===== config.mk =====
export PLATFORM = sky130hd
export DESIGN_NAME = mem_tg_afu_csr_flat
export DESIGN_NICKNAME = d
export VERILOG_FILES = /design/src/rtl/mem_tg_afu_csr_if.sv /design/src/rtl/mem_tg_afu_csr.sv /design/src/flat_wrapper.sv
export SDC_FILE = /design/constraint.sdc
export NUM_CORES = 1
export LEC_CHECK = 0
export ABC_AREA = 1
export CORE_UTILIZATION = 55
export DETAILED_ROUTE_END_ITERATION = 8
export GPL_TIMING_DRIVEN = 0
export PLACE_DENSITY_LB_ADDON = 0.1
export SKIP_CTS_REPAIR_TIMING = 1
export SYNTH_ARGS = -nofsm -noshare
export SYNTH_HDL_FRONTEND = slang
export SYNTH_SLANG_ARGS = --single-unit

===== constraint.sdc =====
create_clock -name clk -period 1.99 [get_ports clk]
set_input_delay 0.4975 -clock clk [delete_from_list [all_inputs] [get_ports clk]]
set_output_delay 0.4975 -clock clk [all_outputs]
set_load 0.005 [all_outputs]

===== src/rtl/mem_tg_afu_csr_if.sv =====
// Host MMIO bus (64-bit Avalon-MM style) between the AFU bridge and the TG CSR block.
interface mem_tg_afu_csr_if #(
    parameter int ADDR_W = 16
) ();
    logic [ADDR_W-1:0] address;
    logic              read;
    logic              write;
    logic [63:0]       writedata;
    logic [7:0]        byteenable;
    logic              waitrequest;
    logic [63:0]       readdata;
    logic              readdatavalid;

    modport master (
        output address, read, write, writedata, byteenable,
        input  waitrequest, readdata, readdatavalid
    );

    modport slave (
        input  address, read, write, writedata, byteenable,
        output waitrequest, readdata, readdatavalid
    );
endinterface


===== src/rtl/mem_tg_afu_csr.sv =====
// CSR responder for the memory traffic-generator AFU: ID registers, scratch,
// per-channel start/status tracking and an active-clocks perf counter.
module mem_tg_afu_csr #(
    parameter int          NUM_TG   = 4,
    parameter int          ADDR_W   = 16,
    parameter logic [63:0] AFU_DFH  = 64'h1000010000001000,
    parameter logic [63:0] AFU_ID_L = 64'hA3DC5B831F5CECBB,
    parameter logic [63:0] AFU_ID_H = 64'h4DADEA342C7848CB
) (
    input  logic              clk,
    input  logic              rst_n,
    mem_tg_afu_csr_if.slave   avmm,
    output logic [NUM_TG-1:0] tg_start,
    input  logic [NUM_TG-1:0] tg_test_complete,
    input  logic [NUM_TG-1:0] tg_pass,
    input  logic [NUM_TG-1:0] tg_fail
);

    typedef enum logic [1:0] {
        ST_IDLE  = 2'd0,
        ST_ARMED = 2'd1,
        ST_RUN   = 2'd2,
        ST_DONE  = 2'd3
    } tg_state_t;

    localparam int AW = ADDR_W - 3;
    localparam logic [AW-1:0] W_DFH    = AW'(32'd0);
    localparam logic [AW-1:0] W_ID_L   = AW'(32'd1);
    localparam logic [AW-1:0] W_ID_H   = AW'(32'd2);
    localparam logic [AW-1:0] W_SCR    = AW'(32'd5);
    localparam logic [AW-1:0] W_CTRL   = AW'(32'd6);
    localparam logic [AW-1:0] W_STAT   = AW'(32'd7);
    localparam logic [AW-1:0] W_CLOCKS = AW'(32'd10);

    function automatic logic [63:0] byte_merge(input logic [63:0] old_v,
                                               input logic [63:0] new_v,
                                               input logic [7:0]  be);
        logic [63:0] res;
        for (int b = 0; b < 8; b++) begin
            res[8*b +: 8] = be[b] ? new_v[8*b +: 8] : old_v[8*b +: 8];
        end
        return res;
    endfunction

    tg_state_t         state_r [NUM_TG];
    logic [NUM_TG-1:0] pass_r;
    logic [NUM_TG-1:0] fail_r;
    logic [NUM_TG-1:0] tg_start_r;
    logic              wait_r;
    logic              rdv_r;
    logic [63:0]       readdata_r;
    logic [63:0]       scratch_r;
    logic [63:0]       clocks_r;

    logic [AW-1:0]     word_s;
    logic              rd_acc_s;
    logic              wr_acc_s;
    logic [NUM_TG-1:0] start_req_s;
    logic [NUM_TG-1:0] active_s;
    logic [63:0]       stat_s;
    logic [63:0]       rd_mux_s;
    logic              unused_addr_s;

    assign word_s        = avmm.address[ADDR_W-1:3];
    assign unused_addr_s = ^avmm.address[2:0];
    // A read always wins over a simultaneous write.
    assign rd_acc_s      = avmm.read & ~wait_r;
    assign wr_acc_s      = avmm.write & ~avmm.read & ~wait_r;

    // Start requests: only idle or finished channels may be (re)launched.
    always_comb begin
        start_req_s = '0;
        active_s    = '0;
        for (int i = 0; i < NUM_TG; i++) begin
            active_s[i] = (state_r[i] == ST_ARMED) || (state_r[i] == ST_RUN);
            if (wr_acc_s && (word_s == W_CTRL) && avmm.writedata[i] &&
                avmm.byteenable[i/8] &&
                ((state_r[i] == ST_IDLE) || (state_r[i] == ST_DONE))) begin
                start_req_s[i] = 1'b1;
            end else begin
                start_req_s[i] = 1'b0;
            end
        end
    end

    // Status word and read-data mux.
    always_comb begin
        stat_s = 64'd0;
        for (int i = 0; i < NUM_TG; i++) begin
            stat_s[4*i +: 4] = {1'b0, fail_r[i], pass_r[i], active_s[i]};
        end
        case (word_s)
            W_DFH:    rd_mux_s = AFU_DFH;
            W_ID_L:   rd_mux_s = AFU_ID_L;
            W_ID_H:   rd_mux_s = AFU_ID_H;
            W_SCR:    rd_mux_s = scratch_r;
            W_STAT:   rd_mux_s = stat_s;
            W_CLOCKS: rd_mux_s = clocks_r;
            default:  rd_mux_s = 64'd0;
        endcase
    end

    // Bus handshake, read data, scratch and start pulse registers.
    always_ff @(posedge clk or negedge rst_n) begin
        if (!rst_n) begin
            wait_r     <= 1'b1;
            rdv_r      <= 1'b0;
            readdata_r <= 64'd0;
            scratch_r  <= 64'd0;
            tg_start_r <= '0;
        end else begin
            wait_r     <= rd_acc_s;
            rdv_r      <= rd_acc_s;
            tg_start_r <= start_req_s;
            if (rd_acc_s) begin
                readdata_r <= rd_mux_s;
            end
            if (wr_acc_s && (word_s == W_SCR)) begin
                scratch_r <= byte_merge(scratch_r, avmm.writedata, avmm.byteenable);
            end
        end
    end

    // Per-channel run FSM; ARMED waits for complete to drop so a stale
    // complete from the previous run is not mistaken for this one.
    always_ff @(posedge clk or negedge rst_n) begin
        if (!rst_n) begin
            for (int i = 0; i < NUM_TG; i++) begin
                state_r[i] <= ST_IDLE;
            end
            pass_r <= '0;
            fail_r <= '0;
        end else begin
            for (int i = 0; i < NUM_TG; i++) begin
                case (state_r[i])
                    ST_IDLE, ST_DONE: begin
                        if (start_req_s[i]) begin
                            state_r[i] <= ST_ARMED;
                            pass_r[i]  <= 1'b0;
                            fail_r[i]  <= 1'b0;
                        end
                    end
                    ST_ARMED: begin
                        if (!tg_test_complete[i]) begin
                            state_r[i] <= ST_RUN;
                        end
                    end
                    ST_RUN: begin
                        if (tg_test_complete[i]) begin
                            state_r[i] <= ST_DONE;
                            pass_r[i]  <= tg_pass[i];
                            fail_r[i]  <= tg_fail[i];
                        end
                    end
                    default: state_r[i] <= ST_IDLE;
                endcase
            end
        end
    end

    // Saturating active-clocks counter, restarted by a launch from all-idle.
    always_ff @(posedge clk or negedge rst_n) begin
        if (!rst_n) begin
            clocks_r <= 64'd0;
        end else if ((|start_req_s) && !(|active_s)) begin
            clocks_r <= 64'd0;
        end else if ((|active_s) && (clocks_r != {64{1'b1}})) begin
            clocks_r <= clocks_r + 64'd1;
        end
    end

    assign avmm.waitrequest   = wait_r;
    assign avmm.readdatavalid = rdv_r;
    assign avmm.readdata      = readdata_r;
    assign tg_start           = tg_start_r;

endmodule


===== src/flat_wrapper.sv =====
// flat-port wrapper written by rule: the top's interface ports become plain ports
module mem_tg_afu_csr_flat 
#(
    parameter int          NUM_TG   = 4,
    parameter int          ADDR_W   = 16,
    parameter logic [63:0] AFU_DFH  = 64'h1000010000001000,
    parameter logic [63:0] AFU_ID_L = 64'hA3DC5B831F5CECBB,
    parameter logic [63:0] AFU_ID_H = 64'h4DADEA342C7848CB
)
  (clk, rst_n, tg_start, tg_test_complete, tg_pass, tg_fail, avmm_address, avmm_read, avmm_write, avmm_writedata, avmm_byteenable, avmm_waitrequest, avmm_readdata, avmm_readdatavalid);
  mem_tg_afu_csr_if #(.ADDR_W(ADDR_W)) avmm_i ();
  input  logic clk;
  input  logic rst_n;
  output logic [NUM_TG-1:0] tg_start;
  input  logic [NUM_TG-1:0] tg_test_complete;
  input  logic [NUM_TG-1:0] tg_pass;
  input  logic [NUM_TG-1:0] tg_fail;
  input wire logic [$bits(avmm_i.address)-1:0] avmm_address;
  input wire logic [$bits(avmm_i.read)-1:0] avmm_read;
  input wire logic [$bits(avmm_i.write)-1:0] avmm_write;
  input wire logic [$bits(avmm_i.writedata)-1:0] avmm_writedata;
  input wire logic [$bits(avmm_i.byteenable)-1:0] avmm_byteenable;
  output wire logic [$bits(avmm_i.waitrequest)-1:0] avmm_waitrequest;
  output wire logic [$bits(avmm_i.readdata)-1:0] avmm_readdata;
  output wire logic [$bits(avmm_i.readdatavalid)-1:0] avmm_readdatavalid;
  assign avmm_i.address = avmm_address;
  assign avmm_i.read = avmm_read;
  assign avmm_i.write = avmm_write;
  assign avmm_i.writedata = avmm_writedata;
  assign avmm_i.byteenable = avmm_byteenable;
  assign avmm_waitrequest = avmm_i.waitrequest;
  assign avmm_readdata = avmm_i.readdata;
  assign avmm_readdatavalid = avmm_i.readdatavalid;
  mem_tg_afu_csr #(.NUM_TG(NUM_TG), .ADDR_W(ADDR_W), .AFU_DFH(AFU_DFH), .AFU_ID_L(AFU_ID_L), .AFU_ID_H(AFU_ID_H)) u_core (.clk(clk), .rst_n(rst_n), .avmm(avmm_i), .tg_start(tg_start), .tg_test_complete(tg_test_complete), .tg_pass(tg_pass), .tg_fail(tg_fail));
endmodule

==> metrics.md <==
| Metric | Value |
|---|---|
| Global-route wire length before repair | `59.3 mm` |
| Unrepaired setup endpoints after global routing | `yes` |
| Clock Latency Late Sink | `0.52 ns` |
| Main combinational cell family by area after synthesis | `simple AND/OR/NAND/NOR gates` |
| Fraction of layout cells with a size suffix above 1 | `16.8%` |
| Die H | `145 um` |
| Synth Area in Compound Gates | `6.07%` |
| Final Cycle Share | `104%` |
| Count of cell types in the netlist | `34` |
| Row cnt | `52` |
| Yosys reg bits | `214` |
| Fillers | `1501` |
| Vias in the first global route | `10420` |
| Slowest CP cell | `dfstp_2` |
| Avg Cell Area, Syn | `7.58 um^2` |
| Post-synthesis simple-gate area fraction | `32.2%` |
| Worst Setup End Kind | `register` |
| Mux cell area share after synthesis | `6.39%` |
| Worst setup path class | `register to register` |
| Worst slew pin tran | `0.934 ns` |
| Failing checks | `setup timing` |
| Post-Synth Adder-Cell Area | `0.998%` |
| Pin count of the biggest net entering global routing | `123` |
| Initial drt markers | `1278` |
| Reg2reg end | `u_core.clocks_r[19]$_DFFE_PN0P_` |
| R2R setup slack | `-0.07 ns` |
| Outcome | `finished, violations left` |
| Wire per inst | `20.1 um` |
| Placed Instances | `1931` |
| Xor-xnor portion of the synthesized cell area | `0.0776%` |
| R2r worst-path depth | `10` |
| Horiz. Die Dim | `145 um` |
| YS warnings | `0` |
| Post-Route WL | `40.4 mm` |
| Max stage delay on crit path | `0.38 ns` |
| HPWL Detailed | `28.6 mm` |
| Max Slew Vio Count | `0` |
| Core Box Area | `20200 um^2` |
| Fin nets | `1837` |
| Top Family by Delay on Critical Path | `simple AND/OR/NAND/NOR gates` |
| Yosys top cell area share | `47.3%` |
| CTS tree | `yes` |
| Post-Syn Area | `11300 um^2` |
| Die ar. | `21100 um^2` |
| Worst reg2reg path startpoint | `u_core.avmm.waitrequest$_DFF_PN1_` |
| Startpoint Class | `register` |
| Setup TNS | `-3.21 ns` |
| Setup ws final | `-0.0725 ns` |
| Peak VDD IR | `963 uV` |
| Cell Chain, Critical Path | `nand3b_1 -> nor2_2 -> nand4_1 -> nor2_1 -> nor2_2 -> nand2_2 -> nand2_8 -> buf_8 -> nand2_1 -> nor2_1` |
| Worst hold path class | `input pin to asynchronous set/reset pin` |
| Htree depth | `1` |
| Hold Fails Final Rpt | `0` |
| GRT Total Usage | `37.0%` |
| IO buf count | `170` |
| Pwr Density | `803 nW/um^2` |
| Initial antenna violation count | `0` |
| Vias | `11406` |
| Clock Skews | `0.0122 ns` |
| Reg area | `5380 um^2` |
| Mapped Cells | `1489` |
| Seq/Total Area, Yosys | `47.5%` |
| Final instance area | `15300 um^2` |
| Via-per-instance ratio | `5.67` |
| Router iterations before antenna repair | `5` |
| Routed Antenna Nets | `0` |
| Root buffer cell | `clkbuf_16` |
| Placed inst area | `13400 um^2` |
| Routability-driven placement congestion ratio | `0.990` |
| Clock sink total | `214` |
| CP Buf/Inv Count | `1` |
| # IOs | `174` |
| CP Max Fanout | `10` |
| Gr ovfl total | `0` |
| LEAKAGE | `7.69 nW` |
| Ant. Diodes | `0` |
| Arr. time, crit path | `2.47 ns` |
| Num CTS Buffers | `24` |
| P&R area growth vs syn | `35.3%` |
| Starting Density | `55.9%` |
| Finished Layout Cells | `2011` |
| Setup Viol. Count Final | `62` |
| Critical path data required time | `2.40 ns` |
| Maximum clock rate | `485 MHz` |
| Clk buf depth | `3` |
| Synth area leader | `dfrtp_1` |
| Synth top area cells | `dfrtp_1 47%, nand2_1 17%, nor2_1 6.9%` |
| Maxcap violations | `0` |
| Layout Utilization | `75.7%` |
| DR DRC count | `0` |
| Post-Syn Nets | `1602` |
| Area of the multi-input gates | `5570 um^2` |
| Clk pin slew, worst setup/hold paths | `0.06 ns` |
| Slew margin rel. | `37.7%` |
| Tmin final | `2.06 ns` |
-- report_power, final --
part / total, mW / leakage, nW / internal, mW / switching (mW)
combinational: 2.63 / 4.45 / 1.01 / 1.62
sequential: 4.80 / 2.82 / 4.57 / 0.227
clock: 4.84 / 0.425 / 2.99 / 1.84
-- synth_stat cells --
cell type	count
nand2_1	504
dfrtp_1	213
nor2_1	206
inv_1	142
nand3_1	111
o21ai_0	91
mux2_2	59
clkbuf_1	33
nand4_1	21
nor3_1	17
o211ai_1	14
buf_2	13
ha_1	9
nand2_2	9
a21oi_1	8
mux2_1	5
nor2_2	5
nand3b_1	4
o21bai_1	4
a22oi_1	3
buf_6	3
nor4_1	2
o2111ai_1	2
a211oi_1	1
clkinv_1	1
dfstp_2	1
nand4_2	1
nor2_4	1
nor3_2	1
nor4_4	1
nor4b_1	1
o22ai_1	1
or2_2	1
xor2_1	1
-- logic make-up after synthesis --
| kind of cell | count (synthesis) |
|---|---|
| and+or+nand+nor | 885 |
| DFF | 214 |
| buffers and inverters | 192 |
| AOI/OAI and AO/OA | 124 |
| muxes | 64 |
| adders and majority gates | 9 |
| xor gates and xnor gates | 1 |
-- area by class of cell --
type,count,area share (%)
sequential,214,35.2
clock buffer,34,4.65
buffer,47,2.84
inverter,143,3.56
timing repair buffer,211,14.0
tap,270,2.21
clock inverter,9,0.975
multi-input combinational,1083,36.5
-- worst max path at each step --
stage / startpoint / endpoint / slack, ns / depth (start not counted)
after global routing: u_core.avmm.waitrequest$_DFF_PN1_ / u_core.clocks_r[19]$_DFFE_PN0P_ / -0.16 / 10
after global placement: rst_n / u_core.clocks_r[41]$_DFFE_PN0P_ / -8.65 / 1
after CTS: avmm_address[3] / u_core.avmm.readdata[32]$_DFFE_PN0P_ / -0.79 / 10
after detailed placement: avmm_address[3] / u_core.avmm.readdata[32]$_DFFE_PN0P_ / -1.32 / 10
final: u_core.avmm.waitrequest$_DFF_PN1_ / u_core.clocks_r[19]$_DFFE_PN0P_ / -0.07 / 10
after floorplan: avmm_address[12] / u_core.clocks_r[20]$_DFFE_PN0P_ / 0.12 / 11
-- cells in the final DEF, fill, tap and decap left out, types with 13 or more instances in the layout --
cell / synthesis / routed
nor2_4: 1 / 13
buf_4: 0 / 35
clkdlybuf4s50_1: 0 / 162
nor3_1: 17 / 17
clkbuf_1: 33 / 16
nand2_2: 9 / 16
clkbuf_16: 0 / 28
nand4_1: 21 / 21
nand3_1: 111 / 101
dfrtp_2: 0 / 16
dfrtp_1: 213 / 197
nand2_1: 504 / 484
mux2_2: 59 / 59
nor2_2: 5 / 22
inv_1: 142 / 133
o211ai_1: 14 / 14
o21ai_1: 0 / 14
o21ai_0: 91 / 70
nor2_1: 206 / 177
-- per-layer routing --
layer  vias up  wire, um  GRT usage (%)  part of all wire (%)
met1      5413     17200           56.3                    42
met3        85      4440           6.13                    11
met4         0      1210           10.8                   3.0
li1       5234         -              -                     -
met5         -         0              0                     0
met2       674     17600           54.3                    44
-- worst reg2reg max path, cell delays in order, from the launching register on --
cell	delay [ns]
dfstp_2	0.38
nand3b_1	0.31
nor2_2	0.26
nand4_1	0.23
nor2_1	0.20
nor2_2	0.08
nand2_2	0.11
nand2_8	0.10
buf_8	0.17
nand2_1	0.07
nor2_1	0.04
-- registers in the layout, summed over array words and instances, names as in the netlist --
signal / cells
u_core.state_r: 8
u_core.fail_r: 4
u_core.avmm.readdatavalid: 1
u_core.scratch_r: 64
u_core.pass_r: 4
u_core.tg_start: 4
u_core.avmm.readdata: 64
u_core.clocks_r: 64
u_core.avmm.waitrequest: 1
-- through the flow --
step | hold slack (ns) | worst slack, ns | power [mW]
CTS | -0.263 | -0.791 | 11.7
detailed placement | 0.275 | -1.32 | 6.89
finish | 0.358 | -0.0725 | 12.3
global placement | 0.462 | -8.65 | 6.82
global route | 0.359 | -0.155 | 12.7
floorplan | 0.202 | 0.117 | 5.96
Note: power is estimated with default switching activity, not from simulation.
==> patch 1, RTL diff (same flow settings) <==
`ADDR_W` is set to 16 in 3 places; all go to 17.
--- a/src/rtl/mem_tg_afu_csr_if.sv
+++ b/src/rtl/mem_tg_afu_csr_if.sv
@@ -1,6 +1,6 @@
 // Host MMIO bus (64-bit Avalon-MM style) between the AFU bridge and the TG CSR block.
 interface mem_tg_afu_csr_if #(
-    parameter int ADDR_W = 16
+    parameter int ADDR_W = 17
 ) ();
     logic [ADDR_W-1:0] address;
     logic              read;
--- a/src/rtl/mem_tg_afu_csr.sv
+++ b/src/rtl/mem_tg_afu_csr.sv
@@ -2,7 +2,7 @@
 // per-channel start/status tracking and an active-clocks perf counter.
 module mem_tg_afu_csr #(
     parameter int          NUM_TG   = 4,
-    parameter int          ADDR_W   = 16,
+    parameter int          ADDR_W   = 17,
     parameter logic [63:0] AFU_DFH  = 64'h1000010000001000,
     parameter logic [63:0] AFU_ID_L = 64'hA3DC5B831F5CECBB,
     parameter logic [63:0] AFU_ID_H = 64'h4DADEA342C7848CB
--- a/src/flat_wrapper.sv
+++ b/src/flat_wrapper.sv
@@ -2,7 +2,7 @@
 module mem_tg_afu_csr_flat 
 #(
     parameter int          NUM_TG   = 4,
-    parameter int          ADDR_W   = 16,
+    parameter int          ADDR_W   = 17,
     parameter logic [63:0] AFU_DFH  = 64'h1000010000001000,
     parameter logic [63:0] AFU_ID_L = 64'hA3DC5B831F5CECBB,
     parameter logic [63:0] AFU_ID_H = 64'h4DADEA342C7848CB
Ports: changed (resized avmm_address); port bits go from 174 to 175. No check against the original RTL was run, so the function may have changed too.
==> patch 1 against the unedited design <==
The run still ends with setup timing left. Largest cell class unchanged. Combinational power is 22% higher. Synthesized area is 2.6% higher. Die area is 2.6% higher. Final area is 1.4% higher. Worst setup slack better by 0.057 ns. Wire length is 2.1% higher. Sequential cell count stayed put. Count of clock-buffer cells in the layout stayed put. Power is 4.1% higher. Critical path depth is 3 higher.
==> patch 1: results (changes against the unedited design) <==
Run status
  • Status: finished, violations left (unchanged)
  • Failing checks: setup timing (unchanged)

Global routing
  • Antenna violations before repair: 0 (unchanged)
  • Pin count of the biggest net entering global routing: 95 (was 123)
  • First-pass GRT wire length: 61,000 microns (was 59,300 microns)
  • Overall Global Routing Usage: 37.2% (was 37.0%)
  • Vias in the first global route: 11,039 (was 10,420)

Logic synthesis
  • Most used flip-flop cell after synthesis: dfrtp_1 (unchanged)
  • YS warnings: 0 (unchanged)
  • Async SR Flop Fraction: 100% (unchanged)
  • Post-synthesis mux area share: 5.90% (was 6.39%)
  • Top cells by area, synth: dfrtp_1 46%, nand2_1 16%, mux2_2 5.6% (was dfrtp_1 47%, nand2_1 17%, nor2_1 6.9%)
  • Distinct cells, synth: 38 (was 34)
  • Sequential-to-total area share from yosys stat: 46.3% (was 47.5%)
  • Post-Syn Nets: 1,611 (was 1,602)
  • Top cells by count, synth: 490 x nand2_1, 213 x dfrtp_1, 153 x nor2_1 (was 504 x nand2_1, 213 x dfrtp_1, 206 x nor2_1)
  • Post-synthesis adder-cell area fraction: 0.973% (was 0.998%)
  • Mapped Cells: 1,497 (was 1,489)
  • Post-synthesis compound-gate area fraction: 7.36% (was 6.07%)
  • Post-synthesis xor/xnor area fraction: 0.0757% (was 0.0776%)

Placed design
  • Placed Cells: 1,940 (was 1,931)
  • Hpwl dp: 29,800 microns (was 28,600 microns)
  • IO buf count: 171 (was 170)
  • RD Place Congestion: 0.965 (was 0.990)
  • Placement-stage cell area: 13,700 sq um (was 13,400 sq um)

Detailed routing
  • Router iterations before antenna repair: 5 (unchanged)
  • Wire length per cell: 20.3 microns (was 20.1 microns)
  • DR iter-0 viols: 1,320 (was 1,278)
  • Vias per cell: 5.81 (was 5.67)
  • Routed wire length: 41,300 microns (was 40,400 microns)

Setup path
  • Slowest cell on the critical path: dfrtp_1 (was dfstp_2)
  • Critical path startpoint: u_core.clocks_r[4] (was u_core.avmm.waitrequest)
  • Maximum fanout along the worst path: 10 (unchanged)
  • Critical path arrival: 2.43 ns (was 2.47 ns)
  • CP max stage delay: 0.44 ns (was 0.38 ns)

Final layout
  • Layout cells sized above 1: 18.8% (was 16.8%)
  • Diodes inserted: 0 (unchanged)
  • Final Instance Area: 15,500 sq um (was 15,300 sq um)
  • Fill cell count: 1,532 (was 1,501)

Clock network
  • Register clock-pin slew on the reported worst setup and hold paths: 0.06 ns (about the same)
  • H-tree levels: 1 (unchanged)
  • Clk root buf: clkbuf_16 (unchanged)
  • Clock Tree Buf Depth: 3 (unchanged)
  • CTS buffer count: 24 (unchanged)
  • Clock Latency Late Sink: 0.54 ns (was 0.52 ns)

STA
  • Slew @ Worst Pin: 1.01 ns (was 0.934 ns)
  • # setup viols final: 2 (was 62)
  • Setup slack after layout: -0.0157 ns (was -0.0725 ns)
  • Clk_skew: 0.0124 ns (was 0.0122 ns)

Hold path
  • Min-Delay Path Class: in -> async (unchanged)

Power and ir drop
  • Pleak: 0.00787 uW (was 0.00769 uW)
  • Largest vdd supply drop: 0.000904 V (was 0.000963 V)
  • Internal power: 8690 uW (was 8570 uW)
patch 1: critical path: cells and delay by family, from the launching register on:
family / cells / cell delay, ns
flops: 1 / 0.44
buf+inv: 3 / 0.33
simple gates: 10 / 1.12
patch 1: power by group through the flow:
| stage | logic (uW) | clock network, uW | registers, uW |
|---|---|---|---|
| global placement | 2480 | 0 | 4850 |
| CTS | 2570 | 4730 | 4780 |
| floorplan | 1560 | 0 | 4800 |
| finish | 3210 | 4730 | 4820 |
| detailed placement | 2560 | 0 | 4850 |
| global route | 3410 | 4910 | 4830 |
patch 1: final cells by class:
type,instances,area share (%)
clock buffer,34,4.51
timing repair buffer,225,14.4
sequential,214,34.8
buffer,50,2.45
inverter,157,3.87
tap,270,2.18
clock inverter,10,0.913
multi-input combinational,1077,36.8
patch 1: through the flow:
step                      setup slack [ns]  setup TNS [ns]
after floorplan                      0.100               0
after global placement               -8.71        -1966.88
after detailed placement            -0.861         -113.22
after CTS                           -0.581          -27.25
after global routing               -0.0513           -1.18
final                              -0.0157         -0.0195
patch 1: routing by layer:
metal	track usage, %	wire, microns	vias up
met2	59.2	19300	710
met5	0	0	-
met1	51.9	16200	5681
met4	12.2	1510	0
li1	-	-	5338
met3	6.30	4320	110
patch 1: final timing paths:
check,endpoint,cells after the start,slack [ns]
max in group asynchronous,u_core.avmm.waitrequest,4,0.40
min in group clk,u_core.avmm.readdata[51],2,0.48
hold / removal,u_core.avmm.readdata[23],2,0.44
setup reg to reg,u_core.clocks_r[3],13,-0.02
hold reg to reg,u_core.avmm.readdata[51],2,0.48
setup / recovery,u_core.clocks_r[3],13,-0.02
==> patch 2, RTL diff (same flow settings) <==
Made on the original files. Reset style: synchronous (`rst_n`), changed in 3 clocked blocks.
--- a/src/rtl/mem_tg_afu_csr.sv
+++ b/src/rtl/mem_tg_afu_csr.sv
@@ -101,7 +101,7 @@
     end
 
     // Bus handshake, read data, scratch and start pulse registers.
-    always_ff @(posedge clk or negedge rst_n) begin
+    always_ff @(posedge clk) begin
         if (!rst_n) begin
             wait_r     <= 1'b1;
             rdv_r      <= 1'b0;
@@ -123,7 +123,7 @@
 
     // Per-channel run FSM; ARMED waits for complete to drop so a stale
     // complete from the previous run is not mistaken for this one.
-    always_ff @(posedge clk or negedge rst_n) begin
+    always_ff @(posedge clk) begin
         if (!rst_n) begin
             for (int i = 0; i < NUM_TG; i++) begin
                 state_r[i] <= ST_IDLE;
@@ -159,7 +159,7 @@
     end
 
     // Saturating active-clocks counter, restarted by a launch from all-idle.
-    always_ff @(posedge clk or negedge rst_n) begin
+    always_ff @(posedge clk) begin
         if (!rst_n) begin
             clocks_r <= 64'd0;
         end else if ((|start_req_s) && !(|active_s)) begin
Behaviour: differs if rst_n is asserted again (counterexample within 4 cycles, from zero or initial values and one cycle with rst_n low); with rst_n held inactive, the same outputs for 4 cycles.
==> patch 2 against the unedited design <==
The run still ends with setup timing left. Worst setup slack got worse by 0.071 ns. Sequential cell count unchanged. Final area increased by 0.74%. Global-route usage increased by 1.9 points. Synthesized area increased by 0.93%. Wire length increased by 9.6%. First-iteration DRC count increased by 4.4%. Highest routed layer unchanged.
Power is not compared: it rests on default switching activity, and its combinational part moved more than twofold at a synthesized area within 25%.
==> patch 2: results (changes against the unedited design) <==
Run status
  • Status: finished, violations left (unchanged)
  • Failing checks: setup timing (unchanged)

Job
  • Max-cap viol count: 0 (unchanged)

STA
  • Clk_skew: 0.00874 ns (was 0.0122 ns)
  • Setup TNS: -3.66 ns (was -3.21 ns)
  • # setup viols final: 64 (was 62)
  • Setup slack after layout: -0.143 ns (was -0.0725 ns)
  • Slew headroom: 62.8% (was 37.7%)
  • Peak Freq: 0.469 GHz (was 0.485 GHz)

Setup path
  • Critical path arrival: 2.55 ns (was 2.47 ns)
  • Maximum fanout along the worst path: 10 (unchanged)
  • Slowest cell on the critical path: dfxtp_1 (was dfstp_2)
  • CP max stage delay: 0.46 ns (was 0.38 ns)
  • Worst path top cell family by delay: simple AND/OR/NAND/NOR gates (unchanged)

Placed design
  • RD Place Congestion: 0.975 (was 0.990)
  • Hpwl dp: 32,500 microns (was 28,600 microns)
  • IO buf count: 170 (unchanged)

Detailed routing
  • Router iterations before antenna repair: 7 (was 5)
  • Wire length on met3: 4130 microns (was 4440 microns)
  • Vias per cell: 5.70 (was 5.67)
  • Wire length per cell: 18.9 microns (was 20.1 microns)
  • Highest Signal Layer: met4 (unchanged)
  • Met2 routed WL: 20,500 microns (was 17,600 microns)
  • M1 WL: 16,700 microns (was 17,200 microns)
  • DR iter-0 viols: 1,334 (was 1,278)

Final layout
  • Layout cells sized above 1: 14.1% (was 16.8%)
  • Final #Nets: 2,173 (was 1,837)

Global routing
  • Pin count of the biggest net entering global routing: 15 (was 123)
  • Antenna violations before repair: 1 (was 0)
  • Vias in the first global route: 12,088 (was 10,420)
  • First-pass GRT wire length: 64,100 microns (was 59,300 microns)
  • Overall Global Routing Usage: 38.9% (was 37.0%)

Logic synthesis
  • Post-Syn Nets: 1,930 (was 1,602)
  • Most used flip-flop cell after synthesis: dfxtp_1 (was dfrtp_1)
  • Top cells by area, synth: dfxtp_1 36%, nand2_1 24%, inv_1 6.9% (was dfrtp_1 47%, nand2_1 17%, nor2_1 6.9%)
  • EDFF count, synth: 8 (was 0)
  • Sequential-to-total area share from yosys stat: 38.3% (was 47.5%)
  • YS warnings: 0 (unchanged)
  • Distinct cells, synth: 40 (was 34)
  • Async SR Flop Fraction: 0% (was 100%)
  • Top cells by count, synth: 715 x nand2_1, 209 x inv_1, 206 x dfxtp_1 (was 504 x nand2_1, 213 x dfrtp_1, 206 x nor2_1)

Hold path
  • Min-Delay Path Class: reg -> reg (was in -> async)

Power and ir drop
  • Pleak: 0.00631 uW
  • Largest vdd supply drop: 0.000817 V

Clock network
  • CTS buffer count: 24 (unchanged)
  • H-tree levels: 1 (unchanged)
  • Clock Latency Late Sink: 0.52 ns (about the same)
  • Register clock-pin slew on the reported worst setup and hold paths: 0.06 ns (about the same)
  • Clock Tree Buf Depth: 3 (unchanged)
  • Clk root buf: clkbuf_16 (unchanged)
[patch 2: cell types whose count changed in the layout (fill, tap and decap cells not counted), moves of 19 or more]
cell     unedited run  this run
a21oi_1             7        97
mux2_2             59         0
nand2_1           484       699
nand4_1            21        40
dfxtp_1             0       153
dfrtp_1           197         0
inv_1             133       201
nor2_1            177       125
dfxtp_2             0        48
[patch 2: worst paths after layout]
kind	start	end	slack, ns	cells past startpoint
setup / recovery	u_core.clocks_r[4]	u_core.clocks_r[9]	-0.14	13
hold / removal	u_core.scratch_r[56]	u_core.scratch_r[56]	0.45	2
setup reg to reg	u_core.clocks_r[4]	u_core.clocks_r[9]	-0.14	13
hold reg to reg	u_core.scratch_r[56]	u_core.scratch_r[56]	0.45	2
[patch 2: cell type report]
cell class	count	area [sq um]
Multi-Input combinational cell	1326	6310
Fill cell	1587	4860
Sequential cell	214	4440
Timing Repair Buffer	217	2150
Inverter	216	825
Clock buffer	31	699
Buffer	61	462
Tap cell	270	338
Clock inverter	12	145
Antenna cell	1	2.50
[patch 2: metal layers]
layer / track usage (%) / up-vias
met2: 65.3 / 795
li1: - / 6278
met1: 48.5 / 6100
met5: 0 / -
met4: 20.5 / 0
met3: 5.24 / 208
[patch 2: kinds of logic (layout without fill, tap and decap cells)]
| kind of cell | count (synthesis) | count (layout) | share of synthesized area, % |
|---|---|---|---|
| compound gates | 245 | 245 | 11.8 |
| xor+xnor | 15 | 15 | 1.15 |
| fa+ha+maj | 9 | 9 | 0.989 |
| buf+inv | 277 | 537 | 9.73 |
| flops | 214 | 214 | 38.3 |
| other cells | 0 | 1 | 0 |
| simple gates | 1057 | 1057 | 38.0 |
[patch 2: worst min-delay path: stages, from the launching register on]
cell and delay [ns]:
dfxtp_1 0.31, inv_1 0.05, a21oi_1 0.05
[patch 2: metrics by stage]
step	total power, uW	setup WS [ns]	hold WS, ns	instance area (sq um)	instances
floorplan	4950	0.0689	0.424	11400	1817
global placement	5390	-1.11	0.431	13400	2257
detailed placement	5400	-1.14	0.438	13400	2257
CTS	10100	-0.605	0.446	14300	2300
global route	10600	-0.155	0.465	15400	2348
finish	10400	-0.143	0.448	15400	2348
[patch 2: power by group]
part	total (uW)	internal [uW]	switching, uW	leakage, uW
Clock	4760	2870	1880	0.000419
Sequential	4440	4370	64.8	0.00177
Combinational	1170	505	664	0.00412
